File: src/rtl/vram_arbiter.sv
// vram_arbiter
// Shares the single framebuffer VRAM access port between two requesters.
// Port 0 (rasterizer) has priority. Port 1 (host/blitter) is starvation-bounded:
// after MAX_BURST consecutive port-0 grants while port 1 waits, port 1 wins.
// One transaction is outstanding at a time. The winner's request is registered
// toward VRAM and held until vram_ack_i. The bus always idles for one cycle
// between transactions.
//
// Ports:
//   clk, reset_n_i            pixel clock, async active-low reset
//   m{0,1}_sel/wr/mask/addr/data_i   requester request fields
//   m{0,1}_ack_o              completion pulse (combinational from vram_ack_i)
//   m{0,1}_data_o             read data (broadcast of vram_data_i)
//   vram_sel/wr/mask/addr/data_o     registered request to framebuffer
//   vram_ack_i, vram_data_i   framebuffer completion + read data
//   grant_o                   one-hot owner ({m1,m0}), 00 when idle
//   err_spurious_ack_o        sticky: ack seen while no transaction outstanding
module vram_arbiter #(
  parameter int ADDR_WIDTH = 24,
  parameter int DATA_WIDTH = 16,
  parameter int MAX_BURST  = 8
) (
  input  logic                  clk,
  input  logic                  reset_n_i,
  input  logic                  m0_sel_i,
  input  logic                  m0_wr_i,
  input  logic [3:0]            m0_mask_i,
  input  logic [ADDR_WIDTH-1:0] m0_addr_i,
  input  logic [DATA_WIDTH-1:0] m0_data_i,
  output logic                  m0_ack_o,
  output logic [DATA_WIDTH-1:0] m0_data_o,
  input  logic                  m1_sel_i,
  input  logic                  m1_wr_i,
  input  logic [3:0]            m1_mask_i,
  input  logic [ADDR_WIDTH-1:0] m1_addr_i,
  input  logic [DATA_WIDTH-1:0] m1_data_i,
  output logic                  m1_ack_o,
  output logic [DATA_WIDTH-1:0] m1_data_o,
  output logic                  vram_sel_o,
  output logic                  vram_wr_o,
  output logic [3:0]            vram_mask_o,
  output logic [ADDR_WIDTH-1:0] vram_addr_o,
  output logic [DATA_WIDTH-1:0] vram_data_o,
  input  logic                  vram_ack_i,
  input  logic [DATA_WIDTH-1:0] vram_data_i,
  output logic [1:0]            grant_o,
  output logic                  err_spurious_ack_o
);

  localparam int CW = (MAX_BURST < 1) ? 1 : $clog2(MAX_BURST + 1);
  localparam logic [CW-1:0] BURST_MAX = CW'(MAX_BURST);

  typedef enum logic {IDLE, BUSY} state_t;

  typedef struct packed {
    logic                  wr;
    logic [3:0]            mask;
    logic [ADDR_WIDTH-1:0] addr;
    logic [DATA_WIDTH-1:0] data;
  } req_t;

  state_t        state, state_nxt;
  req_t          cur, m0_req, m1_req;
  logic [CW-1:0] burst_cnt, burst_cnt_nxt;
  logic          pick0, pick1, take, busy_ack;
  logic          sel_q, err_q;
  logic [1:0]    grant_q;

  assign m0_req = {m0_wr_i, m0_mask_i, m0_addr_i, m0_data_i};
  assign m1_req = {m1_wr_i, m1_mask_i, m1_addr_i, m1_data_i};

  always_comb begin
    state_nxt     = state;
    burst_cnt_nxt = burst_cnt;
    // port 1 wins when port 0 is quiet or port 0 has used its burst allowance
    pick1 = m1_sel_i && (!m0_sel_i || burst_cnt == BURST_MAX);
    pick0 = m0_sel_i && !pick1;
    take  = (state == IDLE) && (pick0 || pick1);
    case (state)
      IDLE:    if (take)       state_nxt = BUSY;
      BUSY:    if (vram_ack_i) state_nxt = IDLE;
      default:                 state_nxt = IDLE;
    endcase
    // counter only measures how long port 1 has been kept waiting
    if (!m1_sel_i || (take && pick1))
      burst_cnt_nxt = '0;
    else if (take && pick0 && burst_cnt != BURST_MAX)
      burst_cnt_nxt = burst_cnt + CW'(1);
  end

  always_ff @(posedge clk or negedge reset_n_i) begin
    if (!reset_n_i) begin
      state     <= IDLE;
      burst_cnt <= '0;
      cur       <= '0;
      sel_q     <= 1'b0;
      grant_q   <= 2'b00;
      err_q     <= 1'b0;
    end else begin
      state     <= state_nxt;
      burst_cnt <= burst_cnt_nxt;
      if (take) begin
        cur     <= pick1 ? m1_req : m0_req;
        sel_q   <= 1'b1;
        grant_q <= {pick1, pick0};
      end else if (busy_ack) begin
        // address/data stay as last driven; only sel qualifies them
        sel_q   <= 1'b0;
        grant_q <= 2'b00;
      end
      // an ack with nothing outstanding (incl. one arriving after a reset
      // aborted a transaction) is dropped and flagged
      if (state == IDLE && vram_ack_i) err_q <= 1'b1;
    end
  end

  assign busy_ack = (state == BUSY) && vram_ack_i;

  assign vram_sel_o         = sel_q;
  assign vram_wr_o          = cur.wr;
  assign vram_mask_o        = cur.mask;
  assign vram_addr_o        = cur.addr;
  assign vram_data_o        = cur.data;
  assign grant_o            = grant_q;
  assign err_spurious_ack_o = err_q;

  assign m0_ack_o  = busy_ack && grant_q[0];
  assign m1_ack_o  = busy_ack && grant_q[1];
  assign m0_data_o = vram_data_i;
  assign m1_data_o = vram_data_i;

endmodule

File: config.mk
export PLATFORM = sky130hd
export DESIGN_NAME = vram_arbiter
export DESIGN_NICKNAME = d
export VERILOG_FILES = /design/src/rtl/vram_arbiter.sv
export SDC_FILE = /design/constraint.sdc
export NUM_CORES = 1
export LEC_CHECK = 0
export BUFFER_PORTS_ARGS = -buffer_cell sky130_fd_sc_hd__buf_2
export CORE_MARGIN = 10
export CORE_UTILIZATION = 40
export CTS_CLUSTER_DIAMETER = 40
export DETAILED_ROUTE_END_ITERATION = 10
export PLACE_DENSITY = 0.78
export SYNTH_ARGS = -nofsm -noshare
export SYNTH_HDL_FRONTEND = slang
export SYNTH_SLANG_ARGS = --single-unit
File: constraint.sdc
create_clock -name clk -period 1.35 [get_ports clk]
set_input_delay 0.27 -clock clk [delete_from_list [all_inputs] [get_ports clk]]
set_output_delay 0.27 -clock clk [all_outputs]
set_load 0.05 [all_outputs]
==> key figures <==
Job
  – Max-cap violations: 0

CTS
  – Deepest level of the CTS H-tree: 2
  – Clock net sink count: 54
  – Number of buffers added by the clock tree synthesis step: 5
  – Clock-pin transition on the worst setup and hold timing paths: 0.09 ns
  – Worst skew pair latency: 0.31 ns
  – Maximum count of clock buffers along a single path: 2
  – Root buffer cell: clkbuf_8
  – TritonCTS clock tree: yes

Placement
  – Post-Place Cells: 541
  – Port bufs: 145
  – GPL Wtd Cong: 0.866
  – Area post-placement: 0.00388 mm^2
  – Pre-CTS setup slack: -0.0591 ns
  – Half-perimeter wire length of the detailed placement result: 7.30 mm

STA
  – Max-slew violation count: 0
  – Post-layout worst setup margin: -0.0214 ns
  – Minimum period implied by the final worst setup slack: 1.37 ns
  – Slew of the pin with the lowest slew margin: 0.334 ns
  – Number of hold violations in the final report: 0
  – Fmax: 729 MHz
  – Setup TNS after final layout: -0.0528 ns
  – Worst slew slack as a fraction of its limit: 0.777
  – Setup Skew: 0.00860 ns
  – Final number of setup-violating endpoints: 5
  – Unrepaired setup endpoints after global routing: true
  – Hold Slack: 0.178 ns
  – Period utilisation layout: 1.02

Synthesis
  – Yosys reg bits: 54
  – Post-synthesis area per instance: 9.39 um^2
  – Post-synthesis cell type count: 29
  – Count of synthesis-stage warnings from yosys: 0
  – Mapped Nets: 454
  – Instance count of the mapped netlist: 341
  – Synthesized area: 0.00320 mm^2
  – Part of the Yosys area used for sequential elements: 0.422

Outcome
  – Result of the run: finished, violations left
  – Violations in the final reports: setup timing

Pwr
  – Static leakage: 2.03 nW
  – Overall power after layout: 7.58 mW
  – IR drop worst, VDD: 999 uV
  – Pwr dens: 1840 mW/mm^2

Critical path
  – Critical path endpoint category: primary output
  – Top fanout value on the critical path: 4
  – Minimum setup slack among reg-to-reg paths: -0.01 ns
  – Ordered cell list for the critical path: and3_2, buf_6
  – Critical path data required time: 1.08 ns
  – Critical path data arrival time: 1.10 ns
  – Standard cell with the maximum stage delay on the critical path: dfrtp_2
  – Kind of start point of the critical path: flop
  – Max incr delay on CP: 0.45 ns
  – Start-to-end type of the worst setup path: flop to primary output

Floorplan
  – Die span in x: 109 um
  – Die ar.: 0.0120 mm^2
  – I/O pins: 194
  – Core region area: 0.00777 mm^2
  – Floorplan row count: 32
  – Initial Util: 0.412
  – DIE HEIGHT: 109 um

Finish
  – Count of nets after finishing: 565
  – Share of cells above drive strength 1: 0.510
  – Fillers: 721
  – Final instance area: 0.00412 mm^2
  – Antenna cells: 0
  – End-of-flow core utilization: 0.530
  – Layout Area Growth over Synthesis: 28.5%
  – Number of standard cells in the layout, taps in and fillers out: 555

Detailed routing
  – DRC violation count after routing: 0
  – Met2 WL post-DR: 5.01 mm
  – Number of vias per cell: 5.39
  – Wire length on met1: 3.91 mm
  – Top Metal Used: met4
  – Number of vias in the routed layout: 2,994
  – Routed wire per std cell: 17.9 um
  – Count of TritonRoute iterations in the first routing pass: 4
  – Post-DRT Antenna Nets: 0
  – Overall routed net length: 9.96 mm
  – Met3 layer wire length in the routed design: 954 um
  – DRC violation total after the first TritonRoute iteration: 179

Global route
  – Maximum number of pins on one net before global-route repair: 55
  – Global-route total usage across every layer: 0.160
  – Number of antenna violations at the first check in global routing: 0
  – Global-route wire length before repair: 15.8 mm
  – Number of global-route vias before repair: 3,256
  – Total congestion overflow after global routing: 0

Worst hold path
  – Min-delay worst type: primary input to flop
-- layout by cell type, fill, tap and decap left out, types with 2 or more instances in the layout --
cell type,synthesis,layout
buf_12,0,9
buf_4,33,12
nand2_1,97,90
a21oi_1,7,7
inv_1,4,2
o2111ai_1,2,2
nand2_2,0,7
o21ai_0,3,3
dfrtp_1,54,53
buf_6,6,2
inv_2,0,2
and3_2,0,2
o211ai_1,6,6
buf_2,14,143
clkbuf_8,0,6
o211ai_2,39,39
nand4_1,46,46
-- cells by family (layout without fill, tap and decap cells) --
logic type,Yosys count,count (layout),share of synthesized area
compound gates,63,63,0.202
flops,54,54,0.422
simple gates,152,152,0.228
fa+ha+maj,2,2,0.00781
buf+inv,70,182,0.140
-- synth_stat cells --
cell | n | area [um^2]
o21bai_1 | 1 | 7.51
o21ba_2 | 1 | 10.0
or4b_1 | 1 | 10.0
nand3_1 | 1 | 5.00
and3_1 | 2 | 12.5
o211ai_1 | 6 | 45.0
nand2b_1 | 1 | 6.26
nand4b_4 | 1 | 23.8
o22ai_1 | 1 | 6.26
a21oi_1 | 7 | 35.0
nand4_1 | 46 | 288
clkinv_1 | 1 | 3.75
ha_1 | 2 | 25.0
and2_1 | 1 | 6.26
clkbuf_1 | 12 | 45.0
o21ai_0 | 3 | 15.0
nor3b_1 | 1 | 7.51
a31oi_1 | 1 | 6.26
inv_1 | 4 | 15.0
a21o_1 | 1 | 7.51
o2111ai_1 | 2 | 17.5
nor2b_1 | 1 | 6.26
o221ai_1 | 1 | 8.76
buf_6 | 6 | 67.6
buf_4 | 33 | 248
dfrtp_1 | 54 | 1350
nand2_1 | 97 | 364
o211ai_2 | 39 | 488
buf_2 | 14 | 70.1
-- routing by layer --
metal	global-route usage	vias to the layer above
li1	-	1400
met5	0	-
met2	0.276	142
met3	0.0532	16
met4	0.0418	0
met1	0.187	1436
-- path summary, 6_finish.rpt --
path / startpoint / endpoint / cells after the start
hold reg to reg: err_spurious_ack_o$_DFFE_PN0P_ / err_spurious_ack_o$_DFFE_PN0P_ / 1
setup reg to reg: state$_DFF_PN0_ / vram_data_o[14]$_DFFE_PN0P_ / 5
min in group asynchronous: reset_n_i / vram_addr_o[9]$_DFFE_PN0P_ / 3
max in group asynchronous: reset_n_i / state$_DFF_PN0_ / 3
setup / recovery: state$_DFF_PN0_ / m0_ack_o / 2
hold / removal: vram_ack_i / state$_DFF_PN0_ / 2
-- critical path: cells and delay by family (launching register included) --
family / cells / cell delay, ns
DFF: 1 / 0.45
and+or+nand+nor: 1 / 0.19
buffers and inverters: 1 / 0.15
-- report_power, final --
part	internal, mW	total, mW	switching (mW)
clock network	0.416	0.952	0.536
logic	1.24	4.22	2.98
registers	2.11	2.40	0.292
total	3.77	7.58	3.81
-- registers in the layout, indices dropped and copies added, names as in the netlist --
signal	flops
vram_addr_o	24
vram_data_o	16
burst_cnt	4
vram_mask_o	4
grant_o	2
err_spurious_ack_o	1
state	1
vram_sel_o	1
vram_wr_o	1
-- final cells by class --
| class | instances | area (um^2) | share of cell area |
|---|---|---|---|
| well taps | 102 | 128 | 0.0310 |
| clock inverters | 1 | 5.00 | 0.00122 |
| repair buffers | 169 | 1070 | 0.260 |
| inverters | 5 | 18.8 | 0.00456 |
| flip-flops and latches | 54 | 1350 | 0.329 |
| multi-input cells | 217 | 1450 | 0.353 |
| clock buffers | 7 | 86.3 | 0.0210 |
-- timing repair --
action                                  4_1_cts  5_1_grt
buffers inserted                              3        0
gates resized for setup                      13        4
endpoints found under the setup margin       46       49
endpoints found under the hold margin        54        0
gates cloned                                  1        1
pin swaps                                    14        3
hold buffers                                  1        0
Note: power is estimated with default switching activity, not from simulation.
